--- src/rtl/fetdriver_pkg.sv ---
// Shared types and helpers for the multi-channel n-type FET gate driver controller.
package fetdriver_pkg;

  typedef enum logic [2:0] {
    DISABLED = 3'd0,
    OFF      = 3'd1,
    DT_RISE  = 3'd2,
    ON       = 3'd3,
    DT_FALL  = 3'd4,
    FAULT    = 3'd5
  } ch_state_e;

  localparam int unsigned MIN_DEADTIME = 1;
  localparam int unsigned SEG_MASK_W   = 31;

  // Segment 0 is always enabled; the mask selects the extra segments above it.
  function automatic logic [SEG_MASK_W:0] seg_vec(input logic [SEG_MASK_W-1:0] mask);
    return {mask, 1'b1};
  endfunction

endpackage

--- src/rtl/fetdriver_ch.sv ---
// One gate-driver channel: break-before-make FSM, dead-time counter,
// gate-status filter and gate-reach watchdog.
module fetdriver_ch
  import fetdriver_pkg::*;
#(
  parameter int NSEG       = 2,
  parameter int DTW        = 6,
  parameter int STATUS_DLY = 4,
  parameter int FAULT_TO   = 32
) (
  input  logic            clk,
  input  logic            reset,
  input  logic            run,
  input  logic            fetin,
  input  logic            gate_sense,
  input  logic [NSEG-2:0] ron_adjust,
  input  logic [NSEG-2:0] roff_adjust,
  input  logic [DTW-1:0]  deadtime,
  input  logic            fault_clear,
  output logic [NSEG-1:0] pdrive,
  output logic [NSEG-1:0] ndrive,
  output logic            gate_status,
  output logic            fault
);

  localparam int SW = $clog2(STATUS_DLY + 1);
  localparam int TW = (FAULT_TO > 0) ? $clog2(FAULT_TO + 1) : 1;
  localparam logic [SW-1:0]  SDLY_FULL = SW'(STATUS_DLY);
  localparam logic [SW-1:0]  SDLY_M1   = SW'(STATUS_DLY - 1);
  localparam logic [TW-1:0]  TO_FULL   = TW'(FAULT_TO);
  localparam logic [TW-1:0]  TO_M1     = (FAULT_TO > 0) ? TW'(FAULT_TO - 1) : '0;
  localparam logic [DTW-1:0] DT_MIN    = DTW'(MIN_DEADTIME);

  ch_state_e       state_r;
  logic [DTW-1:0]  dt_cnt_r;
  logic [NSEG-2:0] ron_mask_r;
  logic [NSEG-2:0] roff_mask_r;
  logic [NSEG-1:0] pdrive_r;
  logic [NSEG-1:0] ndrive_r;
  logic            fault_r;
  logic            sense_prev_r;
  logic [SW-1:0]   sdly_cnt_r;
  logic            status_r;
  logic [TW-1:0]   to_cnt_r;
  logic            armed_r;

  logic [DTW-1:0]  eff_dt_s;
  logic            mismatch_s;
  logic            fault_hit_s;
  logic            sense_change_s;

  // Effective dead-time, gate/command mismatch and watchdog expiry.
  always_comb begin
    eff_dt_s   = deadtime;
    mismatch_s = 1'b0;
    if (deadtime < DT_MIN) begin
      eff_dt_s = DT_MIN;
    end else begin
      eff_dt_s = deadtime;
    end
    if (state_r == ON) begin
      mismatch_s = ~status_r;
    end else if (state_r == OFF) begin
      mismatch_s = status_r;
    end else begin
      mismatch_s = 1'b0;
    end
    fault_hit_s    = (FAULT_TO > 0) && armed_r && mismatch_s && (to_cnt_r == TO_M1);
    sense_change_s = (gate_sense != sense_prev_r);
  end

  // Gate-status filter: accept gate_sense once it has been stable long enough.
  always_ff @(posedge clk) begin
    if (reset) begin
      sense_prev_r <= 1'b0;
      sdly_cnt_r   <= '0;
      status_r     <= 1'b0;
    end else begin
      sense_prev_r <= gate_sense;
      if (sense_change_s) begin
        sdly_cnt_r <= '0;
      end else if (sdly_cnt_r != SDLY_FULL) begin
        sdly_cnt_r <= sdly_cnt_r + SW'(1);
      end
      if (!sense_change_s && (sdly_cnt_r >= SDLY_M1)) begin
        status_r <= gate_sense;
      end
    end
  end

  // Watchdog: re-armed outside ON/OFF, disarmed once the gate reaches its level.
  always_ff @(posedge clk) begin
    if (reset) begin
      to_cnt_r <= '0;
      armed_r  <= 1'b0;
    end else if ((state_r != ON) && (state_r != OFF)) begin
      to_cnt_r <= '0;
      armed_r  <= 1'b1;
    end else if (armed_r) begin
      if (!mismatch_s) begin
        armed_r <= 1'b0;
      end else if (to_cnt_r != TO_FULL) begin
        to_cnt_r <= to_cnt_r + TW'(1);
      end
    end
  end

  // Channel FSM with drives decoded from the registered state.
  always_ff @(posedge clk) begin
    if (reset) begin
      state_r     <= DISABLED;
      dt_cnt_r    <= '0;
      ron_mask_r  <= '0;
      roff_mask_r <= '0;
      pdrive_r    <= '0;
      ndrive_r    <= '0;
      fault_r     <= 1'b0;
    end else begin
      // Masks track the inputs until their state is entered, then freeze.
      if (state_r != ON) ron_mask_r <= ron_adjust;
      if (state_r != OFF) roff_mask_r <= roff_adjust;
      pdrive_r <= (state_r == ON)  ? NSEG'(seg_vec(SEG_MASK_W'(ron_mask_r)))  : '0;
      ndrive_r <= (state_r == OFF) ? NSEG'(seg_vec(SEG_MASK_W'(roff_mask_r))) : '0;
      case (state_r)
        DISABLED: begin
          if (run) state_r <= OFF;
        end
        OFF: begin
          if (fault_hit_s) begin
            state_r <= FAULT;
            fault_r <= 1'b1;
          end else if (!run) begin
            state_r <= DISABLED;
          end else if (fetin) begin
            state_r  <= DT_RISE;
            dt_cnt_r <= eff_dt_s - DTW'(1);
          end
        end
        DT_RISE: begin
          if (!run) begin
            state_r <= DISABLED;
          end else if (!fetin) begin
            state_r <= OFF;
          end else if (dt_cnt_r == '0) begin
            state_r <= ON;
          end else begin
            dt_cnt_r <= dt_cnt_r - DTW'(1);
          end
        end
        ON: begin
          if (fault_hit_s) begin
            state_r <= FAULT;
            fault_r <= 1'b1;
          end else if (!run || !fetin) begin
            state_r  <= DT_FALL;
            dt_cnt_r <= eff_dt_s - DTW'(1);
          end
        end
        DT_FALL: begin
          if (dt_cnt_r != '0) begin
            dt_cnt_r <= dt_cnt_r - DTW'(1);
          end else if (!run) begin
            state_r <= DISABLED;
          end else begin
            state_r <= OFF;
          end
        end
        FAULT: begin
          if (fault_clear) begin
            state_r <= DISABLED;
            fault_r <= 1'b0;
          end
        end
        default: begin
          state_r <= DISABLED;
        end
      endcase
    end
  end

  assign pdrive      = pdrive_r;
  assign ndrive      = ndrive_r;
  assign gate_status = status_r;
  assign fault       = fault_r;

endmodule

--- src/rtl/fetdriver_ctrl_nch.sv ---
// NCH-channel n-type FET gate driver controller; channels share only the
// enables, segment masks, dead-time and fault clear.
module fetdriver_ctrl_nch
  import fetdriver_pkg::*;
#(
  parameter int NCH        = 4,
  parameter int NSEG       = 2,
  parameter int DTW        = 6,
  parameter int STATUS_DLY = 4,
  parameter int FAULT_TO   = 32
) (
  input  logic                clk,
  input  logic                reset,
  input  logic                enable_fetdriver,
  input  logic                global_fetdriver,
  input  logic [NCH-1:0]      fetin,
  input  logic [NCH-1:0]      gate_sense,
  input  logic [NSEG-2:0]     ron_adjust,
  input  logic [NSEG-2:0]     roff_adjust,
  input  logic [DTW-1:0]      deadtime,
  input  logic                fault_clear,
  output logic [NCH*NSEG-1:0] pdrive,
  output logic [NCH*NSEG-1:0] ndrive,
  output logic [NCH-1:0]      gate_status,
  output logic [NCH-1:0]      fault
);

  logic run_s;

  assign run_s = enable_fetdriver & ~global_fetdriver;

  for (genvar c = 0; c < NCH; c++) begin : g_ch
    fetdriver_ch #(
      .NSEG      (NSEG),
      .DTW       (DTW),
      .STATUS_DLY(STATUS_DLY),
      .FAULT_TO  (FAULT_TO)
    ) u_ch (
      .clk        (clk),
      .reset      (reset),
      .run        (run_s),
      .fetin      (fetin[c]),
      .gate_sense (gate_sense[c]),
      .ron_adjust (ron_adjust),
      .roff_adjust(roff_adjust),
      .deadtime   (deadtime),
      .fault_clear(fault_clear),
      .pdrive     (pdrive[c*NSEG +: NSEG]),
      .ndrive     (ndrive[c*NSEG +: NSEG]),
      .gate_status(gate_status[c]),
      .fault      (fault[c])
    );
  end

endmodule

--- config.mk ---
export PLATFORM = sky130hd
export DESIGN_NAME = fetdriver_ctrl_nch
export DESIGN_NICKNAME = d
export VERILOG_FILES = /design/src/rtl/fetdriver_pkg.sv /design/src/rtl/fetdriver_ch.sv /design/src/rtl/fetdriver_ctrl_nch.sv
export SDC_FILE = /design/constraint.sdc
export NUM_CORES = 1
export LEC_CHECK = 0
export BUFFER_PORTS_ARGS = -buffer_cell sky130_fd_sc_hd__buf_2
export CAP_MARGIN = 15
export CORE_MARGIN = 4
export CORE_UTILIZATION = 35
export CTS_CLUSTER_DIAMETER = 60
export DETAILED_ROUTE_END_ITERATION = 12
export GPL_TIMING_DRIVEN = 0
export PLACE_DENSITY_LB_ADDON = 0.1
export SYNTH_ARGS = -nofsm -noshare
export SYNTH_HDL_FRONTEND = slang
export SYNTH_SLANG_ARGS = --single-unit
--- constraint.sdc ---
create_clock -name clk -period 5 [get_ports clk]
set_clock_uncertainty 0.05 [all_clocks]
set_input_delay 0.25 -clock clk [delete_from_list [all_inputs] [get_ports clk]]
set_output_delay 0.25 -clock clk [all_outputs]
set_load 0.005 [all_outputs]
# Word level (Yosys, flattened, before mapping)
# Cells that the tools add are included.
# word_totals
ff_bits	112
input_bits	21
out_inout_bits	24
word_cells	402
# classes
add_sub_neg	13
order_cmp	5
eq_ne	108
n_mux	121
bitwise	14
n_reduce_logical	85
# op_table
op	n
6-bit two-way mux	37
3-bit two-way mux	38
6-bit one-hot mux with 4 select lines	4
2-bit inequality test (second input constant)	41
3-bit one-hot mux with 6 select lines	4
10-bit AND reduction	4
2-bit OR reduction	20
1-bit two-way mux	34
6-bit by 1-bit subtractor with 6-bit output (second input constant)	5
6-bit by 1-bit adder with 6-bit output (second input constant)	4
3-bit by 2-bit equality test with 1-bit output (second input constant)	8
3-bit equality test (second input constant)	8
6-bit by 5-bit equality test with 1-bit output (second input constant)	4
6-bit logical NOT	4
3-bit by 2-bit inequality test with 1-bit output (second input constant)	8
4-bit by 3-bit inequality test with 1-bit output (second input constant)	6
6-bit inequality test (second input constant)	4
3-bit AND reduction	8
6-bit AND reduction	4
6-bit nonzero test	4
2-bit by 1-bit inequality test with 1-bit output (second input constant)	11
1-bit logical AND	16
4-bit nonzero test	4
1-bit inverter	13
other kinds (14)	53

# Longest topological paths before layout
# logic_depth
depth_word	7
mapped_depth	9
mapped_depth_nobuf	9

# Hierarchy
# Synthesis repeated with hierarchy kept, for this count alone.
# unflattened
hier_cells	789
hier_area_um2	6397.4
# by_module_without_submodules
module	instances	cells_each	area_per_inst_um2	seq_area_each_um2
fetdriver_ch at g_ch[1].u_ch ...	3	197	1595.3	560.5
fetdriver_ch at g_ch[0].u_ch	1	197	1597.8	560.5
fetdriver_ctrl_nch	1	1	13.8	0.0

# Worst setup path before layout
# No wires, ideal clock.
# synth_timing
kind	input-to-reg
from	in deadtime[1]
to	reg g_ch[1].u_ch.dt_cnt_r[4]
setup_ns	0.132
t_arrival_ns	2.052
required_time_ns	4.818
setup_slack_ns	2.766
stages	9
n_path_buf	0
path_cell_list	or4_1 o21bai_1 inv_1 ha_1 nor3b_1 xnor2_1 nor2_1 a41oi_1 o32ai_1
# synth_between
elab_chain_len	7
elab_cells_between_ends	9
cone_classes	1 x add/sub; 1 x order compare; 7 x mux
# synth_rtl
item	line	rtl
from (decl)	fetdriver_ctrl_nch.sv:20	input logic [DTW-1:0] deadtime,
6-bit by 1-bit less-than comparator with 1-bit output	fetdriver_ch.sv:56	if (deadtime < DT_MIN) begin
6-bit two-way mux (*)	fetdriver_ch.sv:56	
6-bit by 1-bit subtractor with 6-bit output (*)	fetdriver_ch.sv:136, fetdriver_ch.sv:156	
6-bit two-way mux	fetdriver_ch.sv:134	end else if (fetin) begin
6-bit two-way mux	fetdriver_ch.sv:132	end else if (!run) begin
6-bit two-way mux	fetdriver_ch.sv:129	if (fault_hit_s) begin
6-bit one-hot mux with 4 select lines (*)	fetdriver_ch.sv:124	case (state_r)
to (signal assigned)	fetdriver_ch.sv:136	dt_cnt_r <= eff_dt_s - DTW'(1);
to (signal assigned)	fetdriver_ch.sv:147	dt_cnt_r <= dt_cnt_r - DTW'(1);
to (signal assigned)	fetdriver_ch.sv:156	dt_cnt_r <= eff_dt_s - DTW'(1);
to (decl)	fetdriver_ch.sv:35	logic [DTW-1:0] dt_cnt_r;
# Every way passes the cells marked *; elsewhere a longest branch is shown, timed or not. The select of a mux whose other input is x is not followed.
# A chain may end at the register's enable or synchronous reset.

# Worst setup path in the final report
# layout_timing
from	in deadtime[1]
to	reg g_ch[0].u_ch.dt_cnt_r[4]
# layout_between
elab_chain_len	7
elab_cells_between_ends	9
cone_classes	1 x add/sub; 1 x order compare; 7 x mux
# layout_rtl
item	line
6-bit by 1-bit less-than comparator with 1-bit output	fetdriver_ch.sv:56
6-bit two-way mux (*)	fetdriver_ch.sv:56
6-bit by 1-bit subtractor with 6-bit output (*)	fetdriver_ch.sv:136, fetdriver_ch.sv:156
6-bit two-way mux	fetdriver_ch.sv:134
6-bit two-way mux	fetdriver_ch.sv:132
6-bit two-way mux	fetdriver_ch.sv:129
6-bit one-hot mux with 4 select lines (*)	fetdriver_ch.sv:124
to (signal assigned)	fetdriver_ch.sv:136
to (signal assigned)	fetdriver_ch.sv:147
to (signal assigned)	fetdriver_ch.sv:156
to (decl)	fetdriver_ch.sv:35
# Marked as above.

==> Implementation_results.wiki <==
{| class="wikitable"
! Metric !! Value
|-
| Run status || finished clean
|-
| Peak supply drop || 0.1823 mV
|-
| Leakage || 2.719 nW
|-
| Final Hold Violating Endpoints || 0
|-
| Worst R2R Setup Slack || 2.86 ns
|-
| Min cycle time layout || 2.733 ns
|-
| Worst min-delay path startpoint || gate_sense[3]
|-
| Max-slew headroom || 0.4232
|-
| Post-route standard cell area excluding fillers || 7098 µm²
|-
| Htree depth || 3
|-
| Post-detailed-route via-to-cell ratio || 5.478
|-
| Post-route fraction of the period consumed by the critical path || 0.5467
|-
| Number of top-level pins || 45
|-
| Standard-cell rows || 48
|-
| Cells after Synth || 759
|-
| Share of cells above drive strength 1 || 0.1221
|-
| Clock Pin Slew Worst Setup and Hold Paths || 0.07 ns
|-
| RD Place Congestion || 0.8681
|-
| Yosys warning count || 0
|-
| Library cell used as clock root buffer || clkbuf_16
|-
| Number of enable flip-flop cells after synthesis || 0
|-
| Count of buffers inserted at the top-level ports || 44
|-
| DRC violation count after routing || 0
|-
| Source of the worst register-to-register timing path || g_ch[2].u_ch.dt_cnt_r[0]$_SDFFE_PP0P_
|-
| Worst slack on hold paths || 0.09186 ns
|-
| Initial DRC count || 440
|-
| Placed wire-length estimate || 12,300 µm
|-
| Max Cap Viol || 0
|-
| Sum of negative setup slack || 0 ns
|-
| Pin count of the biggest net entering global routing || 18
|-
| Syn_area_per_cell || 8.290 µm²
|-
| Area added between synthesis and finish || 12.81%
|-
| Total power divided by cell area || 309.6 nW/µm²
|-
| Num CTS Buffers || 9
|-
| Number of buffers on the longest clock path || 2
|-
| # nets final || 864
|-
| Most common cell after layout, fill and taps aside || dfxtp_1
|-
| Slowest stage delay, CP || 0.56 ns
|-
| Net count after synthesis || 809
|-
| Yosys reg bits || 112
|-
| Fmax achieved || 0.3659 GHz
|-
| Cell Count, Final, Fillers Out || 1,044
|-
| Total chip power || 2.197 mW
|-
| Cells along the critical path || buf_2, or4_1, o21bai_1, inv_1, ha_1, nor3b_1, xnor2_1, nor2_1, a41oi_1, o32ai_1
|-
| RSZ-0062 raised after global routing || no
|-
| Post-synth design cell area || 6292 µm²
|-
| Area post-placement || 6794 µm²
|-
| Fill cell count || 1,761
|-
| Via count of the first global-routing pass || 5,461
|-
| Die width || 142.1 µm
|-
| Hold/Removal Path Class || input pin to flip-flop
|-
| Worst r2r dst || g_ch[2].u_ch.dt_cnt_r[2]$_SDFFE_PP0P_
|-
| Std-Cell Core Area || 17,480 µm²
|-
| Final max-slew violation count || 0
|-
| Count of inserted antenna diode cells || 0
|-
| Average detailed-routed wire length per instance || 16.26 µm
|-
| Global-route wire length before repair || 27,660 µm
|-
| Arrival time of the worst setup path || 2.90 ns
|-
| Floorplan die height || 142.1 µm
|-
| Slowest cell on crit path || or4_1
|-
| Startpoint type of the worst setup path || input pin
|-
| Total via count in the routed design || 5,719
|-
| Final routed wirelength across all metal layers || 16,970 µm
|-
| Number of routed nets with antenna violations || 0
|-
| Required time of the worst setup path || 5.17 ns
|-
| GR Util All Layers || 0.1693
|-
| Worst Reg-to-Reg Cells || 8
|-
| TritonCTS clock tree || done
|-
| Count of hold buffers inserted by post-cts repair || 0
|-
| Share of the yosys chip area belonging to registers || 0.3563
|-
| Int Power || 1.518 mW
|-
| Clock Power Share || 0.337
|-
| Global-route congestion overflow total || 0
|-
| TritonCTS sink count || 112
|-
| Commonest cells after routing, fill and taps aside || 112 x dfxtp_1, 84 x nor2_1, 64 x nand2_1
|-
| Portion of total power attributed to combinational logic || 0.217
|-
| Cts repair resizes || 0
|-
| Endpoints failing setup || 0
|-
| Slew at the pin with the worst max-slew slack || 0.8562 ns
|-
| Net switching power || 679.3 µW
|-
| Post-CTS Repair Setup Buffers || 0
|-
| Number of iterations in the first detailed-routing pass || 8
|-
| Share of flip-flops with an asynchronous set or reset || 0
|-
| Net Sw Frac || 0.3092
|-
| Antenna violations before repair || 0
|-
| Starting Density || 0.3600
|-
| Cell Count Post-Placement || 1,028
|-
| Sequential share of power || 0.446
|-
| Critical path class || input pin to flip-flop
|-
| End point of the most critical hold path || g_ch[3].u_ch.sense_prev_r$_SDFF_PP0_
|-
| Source-to-sink clock delay at the later pin of the worst-skew pair || 0.36 ns
|-
| Hold-critical path depth || 2
|-
| Total die area || 20,190 µm²
|-
| Distinct cells, synth || 81
|-
| Type of destination of the critical path || flip-flop
|-
| Highest fanout seen on the critical path || 5
|-
| Most used flip-flop cell after synthesis || dfxtp_1
|}
## power by group through the flow
stage	Sequential, mW	Combinational (mW)	Clock (mW)
2_1_floorplan	0.990	0.350	0
3_3_place_gp	0.999	0.460	0
3_5_place_dp	1.00	0.472	0
4_1_cts	0.981	0.473	0.764
5_1_grt	0.987	0.533	0.800
6_report	0.981	0.476	0.740
## logic make-up (layout without fill, tap and decap cells)
kind of cell / after synthesis / count (layout) / synth area share
and+or+nand+nor: 283 / 283 / 0.2321
DFF: 112 / 112 / 0.3563
AOI/OAI and AO/OA: 178 / 178 / 0.1903
xor gates and xnor gates: 42 / 42 / 0.06204
muxes: 22 / 22 / 0.03619
buffers and inverters: 92 / 152 / 0.06383
adders and majority gates: 30 / 30 / 0.05926
## synthesized netlist by cell type (all sizes together), types with 4 or more instances
master | n | area (µm²)
nor4 | 5 | 58.80
nand4b | 4 | 35.03
or4 | 4 | 30.03
nand2b | 8 | 50.05
xnor2 | 29 | 261.5
a31oi | 6 | 37.54
and3 | 6 | 37.54
or3 | 4 | 25.02
clkbuf | 21 | 78.83
o2111ai | 4 | 35.03
nand2 | 64 | 240.2
o311ai | 5 | 43.79
and2 | 11 | 68.82
nor2b | 15 | 93.84
nand4 | 8 | 56.30
nand3b | 8 | 60.06
nor4b | 4 | 50.05
inv | 48 | 180.2
a211oi | 16 | 130.1
a21oi | 46 | 230.2
o21ai | 43 | 219.0
dfxtp | 112 | 2242
nor3 | 16 | 85.08
o32ai | 6 | 52.55
ha | 29 | 362.9
mux2i | 19 | 190.2
buf | 22 | 138.9
nor2 | 84 | 315.3
xor2 | 13 | 128.9
nand3 | 28 | 140.1
o31ai | 12 | 90.09
## final cells by class
class,instances,area [µm²],share of cell area
Timing Repair Buffer,44,220.2,0.03102
Sequential cell,112,2242,0.3159
Clock buffer,13,280.3,0.03949
Tap cell,225,281.5,0.03966
Inverter,49,183.9,0.02591
Buffer,43,217.7,0.03067
Clock inverter,3,23.77,0.003349
Multi-Input combinational cell,555,3649,0.5140
## flip-flops by register name (all words and copies together) (netlist names)
signal / cells
g_ch.u_ch.ron_mask_r: 4
g_ch.u_ch.to_cnt_r: 24
g_ch.u_ch.sense_prev_r: 4
g_ch.u_ch.ndrive: 8
g_ch.u_ch.fault: 4
g_ch.u_ch.state_r: 12
g_ch.u_ch.gate_status: 4
g_ch.u_ch.sdly_cnt_r: 12
g_ch.u_ch.armed_r: 4
g_ch.u_ch.roff_mask_r: 4
g_ch.u_ch.pdrive: 8
g_ch.u_ch.dt_cnt_r: 24
## per-layer routing
metal  vias to the layer above  global-route usage  share of wire
met1                      2760              0.2246           0.47
met3                        27             0.03595          0.050
met5                         -                   0              0
met4                         0             0.05556          0.019
met2                       148              0.2748           0.47
li1                       2784                   -              -
## worst max-delay path: cells and delay by family
kind | cells | cell delay [ns]
compound gates | 3 | 0.72
xor+xnor | 1 | 0.47
fa+ha+maj | 1 | 0.27
buf+inv | 2 | 0.36
simple gates | 3 | 0.83
## stage by stage
step	setup WS (ns)	util
floorplan	2.766	-
detailed placement	1.943	0.3887
CTS	2.319	0.4061
global route	2.015	0.4061
global placement	1.934	0.3887
finish	2.267	0.4061
## worst max path at each step
stage | from | end
final | deadtime[1] | g_ch[0].u_ch.dt_cnt_r[4]$_SDFFE_PP0P_
after global routing | deadtime[1] | g_ch[1].u_ch.dt_cnt_r[2]$_SDFFE_PP0P_
after CTS | deadtime[1] | g_ch[0].u_ch.dt_cnt_r[4]$_SDFFE_PP0P_
after detailed placement | deadtime[1] | g_ch[0].u_ch.dt_cnt_r[4]$_SDFFE_PP0P_
after global placement | deadtime[1] | g_ch[0].u_ch.dt_cnt_r[4]$_SDFFE_PP0P_
after floorplan | deadtime[1] | g_ch[1].u_ch.dt_cnt_r[4]$_SDFFE_PP0P_
Power figures use the tool's default switching activity.
